File: src/rtl/digital_lock_fsm.sv
// Four-button combination lock controller.
// Registers the debounced N/W/S/E buttons and turns each 0 -> non-zero
// change into one key event. It checks a 4-press entry against the code
// S-W-E-W. A wrong entry raises a flashing alarm, which the sequence W, E
// clears. Board LEDs show entry progress and the RGB LED shows lock status.
module digital_lock_fsm #(
  parameter int unsigned flash_speed = 25_000_000
) (
  input  logic       clk,
  input  logic       rst,
  input  logic [3:0] nwse,
  output logic [3:0] led,
  output logic [2:0] rgb
);

  localparam logic [3:0] KEY_N = 4'b1000;
  localparam logic [3:0] KEY_W = 4'b0100;
  localparam logic [3:0] KEY_S = 4'b0010;
  localparam logic [3:0] KEY_E = 4'b0001;

  localparam int unsigned     CNT_W    = (flash_speed > 1) ? $clog2(flash_speed) : 1;
  localparam logic [CNT_W-1:0] CNT_LAST = CNT_W'(flash_speed - 1);

  typedef enum logic [3:0] {
    IDLE,
    R1,
    R2,
    R3,
    W1,
    W2,
    W3,
    UNLOCK,
    ALARM,
    A1
  } state_t;

  logic [3:0]       nwse_q;
  logic [3:0]       nwse_prev_q;
  logic             key_ev;
  state_t           state_q;
  state_t           state_d;
  logic             flash_q;
  logic             flash_d;
  logic [CNT_W-1:0] cnt_q;
  logic [CNT_W-1:0] cnt_d;

  // Button sampling and one-cycle history for edge detection.
  always_ff @(posedge clk) begin
    if (rst) begin
      nwse_q      <= '0;
      nwse_prev_q <= '0;
    end else begin
      nwse_q      <= nwse;
      nwse_prev_q <= nwse_q;
    end
  end

  // A key event is the registered buttons leaving the all-released value.
  always_comb begin
    key_ev = (nwse_q != '0) && (nwse_prev_q == '0);
  end

  // State, flash bit and flash counter registers.
  always_ff @(posedge clk) begin
    if (rst) begin
      state_q <= IDLE;
      flash_q <= 1'b0;
      cnt_q   <= '0;
    end else begin
      state_q <= state_d;
      flash_q <= flash_d;
      cnt_q   <= cnt_d;
    end
  end

  // Next-state logic. A multi-button press never matches a one-hot key, so it
  // always counts as a wrong key.
  always_comb begin
    state_d = state_q;
    if (key_ev) begin
      case (state_q)
        IDLE:    state_d = (nwse_q == KEY_S) ? R1 : W1;
        R1:      state_d = (nwse_q == KEY_W) ? R2 : W2;
        R2:      state_d = (nwse_q == KEY_E) ? R3 : W3;
        R3:      state_d = (nwse_q == KEY_W) ? UNLOCK : ALARM;
        W1:      state_d = W2;
        W2:      state_d = W3;
        W3:      state_d = ALARM;
        UNLOCK:  state_d = (nwse_q == KEY_N) ? IDLE : UNLOCK;
        ALARM:   state_d = (nwse_q == KEY_W) ? A1 : ALARM;
        A1:      state_d = (nwse_q == KEY_E) ? IDLE : ALARM;
        default: state_d = IDLE;
      endcase
    end
  end

  // Flash generator. Entering ALARM restarts the counter with the flash on.
  // Staying in ALARM toggles the flash every flash_speed cycles. In any other
  // state both are held cleared.
  always_comb begin
    flash_d = 1'b0;
    cnt_d   = '0;
    if (state_d == ALARM && state_q != ALARM) begin
      flash_d = 1'b1;
      cnt_d   = '0;
    end else if (state_q == ALARM) begin
      if (cnt_q == CNT_LAST) begin
        flash_d = ~flash_q;
        cnt_d   = '0;
      end else begin
        flash_d = flash_q;
        cnt_d   = cnt_q + 1'b1;
      end
    end
  end

  // Moore output decode from the state and the flash bit.
  always_comb begin
    led = '0;
    rgb = '0;
    case (state_q)
      IDLE: begin
        led = 4'b0000;
        rgb = 3'b000;
      end
      R1, W1: begin
        led = 4'b0001;
        rgb = 3'b001;
      end
      R2, W2: begin
        led = 4'b0011;
        rgb = 3'b001;
      end
      R3, W3: begin
        led = 4'b0111;
        rgb = 3'b001;
      end
      UNLOCK: begin
        led = 4'b1111;
        rgb = 3'b010;
      end
      ALARM: begin
        led = {4{flash_q}};
        rgb = {flash_q, 2'b00};
      end
      A1: begin
        led = 4'b0000;
        rgb = 3'b100;
      end
      default: begin
        led = '0;
        rgb = '0;
      end
    endcase
  end

endmodule

File: config.mk
export PLATFORM = sky130hd
export DESIGN_NAME = digital_lock_fsm
export DESIGN_NICKNAME = d
export VERILOG_FILES = /design/src/rtl/digital_lock_fsm.sv
export SDC_FILE = /design/constraint.sdc
export NUM_CORES = 1
export LEC_CHECK = 0
export ABC_AREA = 1
export CAP_MARGIN = 10
export CORE_MARGIN = 8
export CORE_UTILIZATION = 25
export DETAILED_ROUTE_END_ITERATION = 7
export SLEW_MARGIN = 20
export SYNTH_ARGS = -nofsm -noshare
export SYNTH_HDL_FRONTEND = slang
export SYNTH_SLANG_ARGS = --single-unit
File: constraint.sdc
create_clock -name clk -period 2.19 [get_ports clk]
set_input_delay 0.438 -clock clk [delete_from_list [all_inputs] [get_ports clk]]
set_output_delay 0.438 -clock clk [all_outputs]
set_load 0.02 [all_outputs]
Word-level counts from Yosys, hierarchy flattened
Cells that the tools add are included.
W data, S select, Z words.
{"block": "totals", "regBits": 38, "mem_bits_ro": 0, "ram_bits": 0, "input_bits": 6, "latchBits": 0, "memories": 0, "out_inout_bits": 7}
{"block": "classes", "reduce_logical": 10, "mul": 0, "n_eq_ne": 17, "shifts": 0, "n_bitwise": 2, "addsub": 1, "n_div": 0, "magnitude_cmp": 0, "mux": 14}
{"operator": "$pmux W4 S10", "n": 1}
{"operator": "$add A25 B1 Y25 const B", "n": 1}
{"operator": "$eq A25 B25 Y1 const B", "n": 1}
{"operator": "$eq A4 B3 Y1 const B", "n": 5}
{"operator": "$pmux W4 S5", "n": 1}
{"operator": "$eq A4 B4 Y1 const B", "n": 4}
{"operator": "$eq A4 B2 Y1 const B", "n": 3}
{"operator": "$mux W3", "n": 4}
{"operator": "$mux W4", "n": 3}
{"operator": "$pmux W3 S4", "n": 1}
{"operator": "$eq A4 B1 Y1 const B", "n": 2}
{"operator": "$logic_not A4 Y1", "n": 2}
{"operator": "$reduce_or A2 Y1", "n": 3}
{"operator": "$reduce_or A6 Y1", "n": 1}
{"operator": "$mux W1", "n": 4}
{"operator": "$ne A4 B4 Y1 const B", "n": 1}
{"operator": "$reduce_bool A4 Y1", "n": 1}
{"operator": "$reduce_or A4 Y1", "n": 1}
{"operator": "$ne A3 B2 Y1 const B", "n": 1}
{"operator": "$logic_and A1 B1 Y1", "n": 2}
{"operator": "$not A1 Y1", "n": 2}

Longest topological paths before layout
Gate-level depths: netlist of the first run.
{"block": "depth", "word_depth": 7, "depth_mapped": 15}

Least setup slack after synthesis of the first run
Ideal clock, no wire load.
{"block": "synth_timing", "path_type": "register -> output", "start": "register state_q[1]", "end": "output led[0]", "slack_ps": 448, "path_stages_with_launch": 6, "n_path_buf": 1, "arrival_ps": 1304, "path_cell_list": "dfxtp_1 -> buf_4 -> nor2_1 -> o21ai_0 -> nor2_1 -> nand2_1"}
{"block": "synth_via", "elab_chain_cells": 3, "elab_cells_between_ends": 12, "classes_between": "8 x eq/ne; 1 x mux; 3 x reduce/logical"}
{"element": "start, declared", "line": "40", "text": "state_t state_q;"}
{"element": "start signal, assigned", "line": "70", "text": "state_q <= state_d;"}
{"element": "$eq A4 B3 Y1 (tied with other cells)", "line": "121", "text": "case (state_q)"}
{"element": "$reduce_or A2 Y1, on equally long branches"}
{"element": "$pmux W4 S5 (*)", "line": "121"}
{"element": "end, declared", "line": "12", "text": "output logic [3:0] led,"}
Every way passes the cells marked *; elsewhere a longest branch is shown, timed or not.

Worst setup path in the final report of the first run
{"block": "layout_timing", "start": "register state_q[2]", "end": "output rgb[2]"}
{"block": "layout_via", "elab_chain_cells": 3, "elab_cells_between_ends": 11, "classes_between": "9 x eq/ne; 1 x mux; 1 x reduce/logical"}
{"element": "$eq A4 B3 Y1 (tied with other cells)", "line": "121"}
{"element": "$reduce_or A6 Y1 (no line)"}
{"element": "$pmux W3 S4 (*)", "line": "121"}
{"element": "end, declared", "line": "13", "text": "output logic [2:0] rgb"}
Marks and branches as above.

==> results of run 1 <==
==> report_power, final <==
group	switching [mW]	internal, mW
sequential	0.0188	0.710
combinational	0.138	0.0738
clock	0.259	0.456
==> final timing paths <==
check,from,slack (ns),end,cells after the start
min,cnt_q[0],0.46,cnt_q[0],1
max reg2reg,cnt_q[0],0.39,cnt_q[10],8
min reg2reg,cnt_q[0],0.46,cnt_q[0],1
max,state_q[2],0.16,rgb[2],6
==> registers in the layout (all words and copies together) (netlist names) <==
register	count
cnt_q	25
flash_q	1
nwse_prev_q	4
nwse_q	4
state_q	4
==> critical path, cell delays in order, from the launching register on <==
cell and delay [ns]:
dfxtp_1 0.36, inv_2 0.12, nand2_1 0.09, nor2_2 0.12
nand2_1 0.14, o21ai_0 0.11, dlygate4sd2_1 0.36
==> metrics by stage <==
stage / hold slack, ns / instances
final: 0.462 / 439
after global routing: 0.493 / 439
after CTS: 0.465 / 439
after detailed placement: 0.452 / 431
after global placement: 0.444 / 431
after floorplan: 0.426 / 316
==> cell families (layout without fill, tap and decap cells) <==
logic type,Yosys count,after routing,synth area share
buf+inv,43,61,0.0820
compound gates,26,26,0.0698
xor+xnor,7,7,0.0300
fa+ha+maj,1,1,0.00612
simple gates,201,201,0.440
flops,38,38,0.372
==> area by class of cell <==
type,instances,area share
clock buffers,5,0.0284
clock inverters,3,0.0284
inverters,39,0.0603
multi-input cells,235,0.461
flip-flops and latches,38,0.314
well taps,105,0.0541
repair buffers,14,0.0536
==> layer usage <==
metal | global-route usage | up-vias | part of all wire
li1 | - | 1028 | -
met1 | 0.102 | 873 | 0.47
met2 | 0.140 | 43 | 0.46
met3 | 0.0230 | 8 | 0.049
met4 | 0.0452 | 0 | 0.021
met5 | 0 | - | 0
==> cells in the final DEF (no fill, tap or decap), types with 2 or more instances in the layout <==
cell type	instances
nor2_2	7
nor4_1	3
dfxtp_2	2
nor2_1	60
or2_2	2
buf_4	2
nand2_1	86
nor3_1	12
dfxtp_1	36
nand2_2	4
nor2_4	2
a31oi_1	2
o21ai_0	6
inv_2	5
xor2_1	4
dlygate4sd2_1	6
xnor2_1	3
bufinv_16	2
a21oi_1	14
nand4_1	6
clkbuf_8	5
inv_1	34
nand3_1	12
nand3_2	4
clkdlybuf4s50_1	5
==> timing repair <==
action,CTS,global route
hold buffers,0,0
resized for setup,9,1
endpoints found under the setup margin,7,1
pin swaps,0,0
==> metrics, run 1 <==
placer's final routability congestion estimate=roughly 0.85; clk_lat worst skew=about 0.3 ns; vias per inst=4.45; # diodes=0; top-count cell post-synth=nand2_1; Synth cell types=30; Seq/Total Area, Yosys=0.372; synthesized net count=323; DIE AREA=0.0113 sq mm; crit path setup slack, layout=0.164 ns; clock sinks=38; fin crit period=2.03 ns; critical path peak fanout=6; Slew Limit Fails=0; Post-Route WL=4.41 mm; Clock transition at path regs=around 0.08 ns; EDFF count, synth=0; ys async rst share=0; initial antenna violation count=0; utilization after layout=0.301; status=complete, no violations; Setup crit end kind=output pin; 1st-iter DRT viols=150; WL/cell=10.1 um; Period Utilization, post-route=0.925; Design Area, Final=around 0.0024 sq mm; Worst Path Required=1.75 ns; FP Rows=33; final hold vios=0; Die Y=106 um; Fmax=roughly 0.49 GHz; Worst Max-Slew Pin Slew=0.425 ns; Max-Cap Viols=0; Synth area leader=dfxtp_1; IO Count=13; Area growth, synth to finish=18.7%; Starting Density=0.254; crit start category=register; Vias=~2000; Post-CTS Setup Bufs=0; post-route ant nets=0; max_slew headroom=0.714; H-tree levels=2; Post-synth top cells=nand2_1, nor2_1, dfxtp_1; total gr overflow=0; Lkg Pwr=0.977 nW; synthesized area=0.00204 sq mm; TritonCTS clock tree=yes; synthesized instance count=316; Bufs on Longest Clock Path=2; fillers=between 800 and 900; final setup violation count=0; top cell type's share of synthesized area=0.372; Placement Setup Slack=approximately 0.11 ns; clock root buffer=clkbuf_8; critical path class=reg -> out; synthesized flop and latch total=38; largest net degree at the start of global routing=22; number of global-route vias before repair=1879; layout cells sized above 1=0.117; Yosys warnings=0; unrepaired setup endpoints after global routing=no; CP arrival=1.59 ns; Power Density=around 680 mW/mm^2; total power=~1.7 mW; global-route wire length before repair=8.02 mm; DRT Pass-1 Iters=4; Fin Clk Skew=0.00667 ns; CTS Buf Count=5; Buffers on Ports=12; Max VDD drop=approximately 200 uV; ys flop type=dfxtp_1; HPWL Detailed=between 3 and 4 mm; final net count=340; number of remaining DRC errors=0; register area=approximately 760 sq um; Die Width=about 110 um; GRT Total Usage=0.0861; Placed Instance Area=~0.0023 sq mm; Multi-input gate area=0.00112 sq mm; Fin Setup TNS=0 ns; top post-synthesis cells by area=dfxtp_1, nand2_1, nor2_1, inv_1, a21oi_1; HP Class=reg -> reg; average size of a mapped cell=around 6.5 sq um; area of the core=0.00805 sq mm
Power figures use the tool's default switching activity.
==> run 2: changes to the inputs <==
--- a/config.mk
+++ b/config.mk
@@ -5,11 +5,11 @@
 export SDC_FILE = /design/constraint.sdc
 export NUM_CORES = 1
 export LEC_CHECK = 0
-export ABC_AREA = 1
 export CAP_MARGIN = 10
 export CORE_MARGIN = 8
-export CORE_UTILIZATION = 25
+export CORE_UTILIZATION = 50
 export DETAILED_ROUTE_END_ITERATION = 7
+export PLACE_DENSITY = 0.69
 export SLEW_MARGIN = 20
 export SYNTH_ARGS = -nofsm -noshare
 export SYNTH_HDL_FRONTEND = slang
==> run 2 against run 1 <==
Maximum frequency grew 2.9%. First-iteration DRC count decreased by 5.3%. Clock power is 2% higher. Global-route usage is 4.6 points higher. Sequential cell count did not move. Sequential power about the same. Register-to-register slack worse by 0.14 ns. Critical path type unchanged. Critical endpoint is now led[3]. Largest power group unchanged. Highest routed layer unchanged.
==> metrics, run 2 <==
Slew Limit Fails=0; Yosys warnings=0; Vias=1625; routed wire length on met2=1.76 mm; commonest non-fill, non-tap cell in the layout=nor2_1; 1st-iter DRT viols=142; Power Density=729 mW/mm^2; Die Y=78.9 um; synthesized area=0.00198 sq mm; DP Cell Count=293; largest net degree at the start of global routing=26; Area growth, synth to finish=17.0%; final hold vios=0; Max VDD drop=468 uV; EDFF count, synth=0; max_slew headroom=0.714; DIE AREA=roughly 0.0062 sq mm; Synth cell types=48; Max Used Layer=met4; layout cells sized above 1=0.120; Top reg by flops=cnt_q; H-tree levels=2; vias per inst=5.40; Max-Cap Viols=0; clk_lat worst skew=about 0.29 ns; Clock transition at path regs=roughly 0.070 ns; Post-Route WL=3.85 mm; HP Class=reg -> reg; Lkg Pwr=0.811 nW; Largest register FFs=25; Fin Setup TNS=0 ns; most frequent cells in the layout=nor2_1, dfxtp_1, xnor2_1, nand2_1, nor3_1; top-count cell post-synth=nor2_1; top cell type's share of synthesized area=0.385; ys flop type=dfxtp_1; WL/cell=12.8 um; FP Rows=23; ys async rst share=0; area of the core=0.00391 sq mm; Fmax=0.508 GHz; Period Utilization, post-route=0.899; HPWL Detailed=2.66 mm; number of remaining DRC errors=0; crit start category=register; Worst Max-Slew Pin Slew=0.429 ns; Setup crit end kind=output pin; critical path class=reg -> out; Worst Path Required=approximately 1.8 ns; synthesized net count=242; Starting Density=0.505; critical path peak fanout=6; Bufs on Longest Clock Path=2; Post-synth top cells=nor2_1, dfxtp_1, xnor2_1; placer's final routability congestion estimate=0.871; Buffers on Ports=12; clock root buffer=clkbuf_8; Seq/Total Area, Yosys=0.385; met3 WL=158 um; unrepaired setup endpoints after global routing=no; fin crit period=1.97 ns; Die Width=78.9 um; global-route wire length before repair=6.76 mm; number of global-route vias before repair=1509; Synth area leader=dfxtp_1; CP arrival=1.53 ns; top post-synthesis cells by area=dfxtp_1, xnor2_1, nor2_1, nor3_1, nor4_1; Finished Layout Cells=about 300; final setup violation count=0; synthesized instance count=235; clock sinks=38; TritonCTS clock tree=yes; post-route ant nets=0; synthesized flop and latch total=38; IO Count=13; average size of a mapped cell=8.42 sq um; initial antenna violation count=0; status=complete, no violations; total gr overflow=0; CTS Buf Count=5; DRT Pass-1 Iters=4; Fin Clk Skew=0.00485 ns; GRT Total Usage=0.132; met1 WL=~1.8 mm; final net count=approximately 260; # diodes=0; # hold bufs at CTS=0
## run 2: routing by layer
metal	track usage	vias up
li1	-	846
met1	0.158	738
met2	0.216	34
met3	0.0305	7
met4	0.0722	0
met5	0	-
## run 2: worst paths after layout
check | start | to | slack [ns] | cells past startpoint
worst max-delay path | state_q[1] | led[3] | 0.22 | 4
worst min-delay path | cnt_q[0] | cnt_q[0] | 0.48 | 1
worst max register to register | nwse_q[0] | flash_q | 0.25 | 5
worst min register to register | cnt_q[0] | cnt_q[0] | 0.48 | 1
## run 2: final cells by class
| cell class | count | area (sq um) |
|---|---|---|
| Clock inverter | 2 | 60.1 |
| Timing Repair Buffer | 23 | 206 |
| Sequential cell | 38 | 762 |
| Fill cell | 349 | 1600 |
| Tap cell | 50 | 62.6 |
| Clock buffer | 6 | 82.6 |
| Inverter | 9 | 33.8 |
| Multi-Input combinational cell | 173 | 1110 |
## run 2: metrics by stage
stage | setup WS, ns | hold slack [ns] | instance area (sq um) | util | power, mW
6_report | 0.222 | 0.485 | 2310 | 0.591 | 1.69
5_1_grt | 0.0552 | 0.509 | 2310 | 0.591 | 1.77
4_1_cts | 0.194 | 0.493 | 2310 | 0.590 | 1.70
3_5_place_dp | 0.184 | 0.476 | 2170 | 0.555 | 0.981
3_3_place_gp | 0.242 | 0.469 | 2170 | 0.555 | 0.980
2_1_floorplan | 0.433 | 0.451 | 1980 | - | 0.895
## run 2: repair_timing
item / 4_1_cts / 5_1_grt
setup buffers: 0 / 0
resized for setup: 9 / 1
setup endpoints to repair: 7 / 1
pin swaps: 0 / 0
## run 2: logic make-up (layout without fill, tap and decap cells)
logic type / count (synthesis) / after routing / share of synthesized area
and+or+nand+nor: 122 / 122 / 0.349
AOI/OAI and AO/OA: 26 / 26 / 0.0942
adders and majority gates: 1 / 1 / 0.00632
xor gates and xnor gates: 24 / 24 / 0.106
DFF: 38 / 38 / 0.385
buffers and inverters: 24 / 40 / 0.0601
## run 2: critical path, stage by stage (launching register included)
cell and delay (ns):
dfxtp_1 0.40, nor2b_2 0.25, nand3_1 0.16, nand2_1 0.10
dlygate4sd2_1 0.33
## run 2: power by group
group,internal (mW),total (mW),switching (mW)
Sequential,0.709,0.732,0.0221
Clock,0.486,0.727,0.241
Combinational,0.102,0.227,0.125
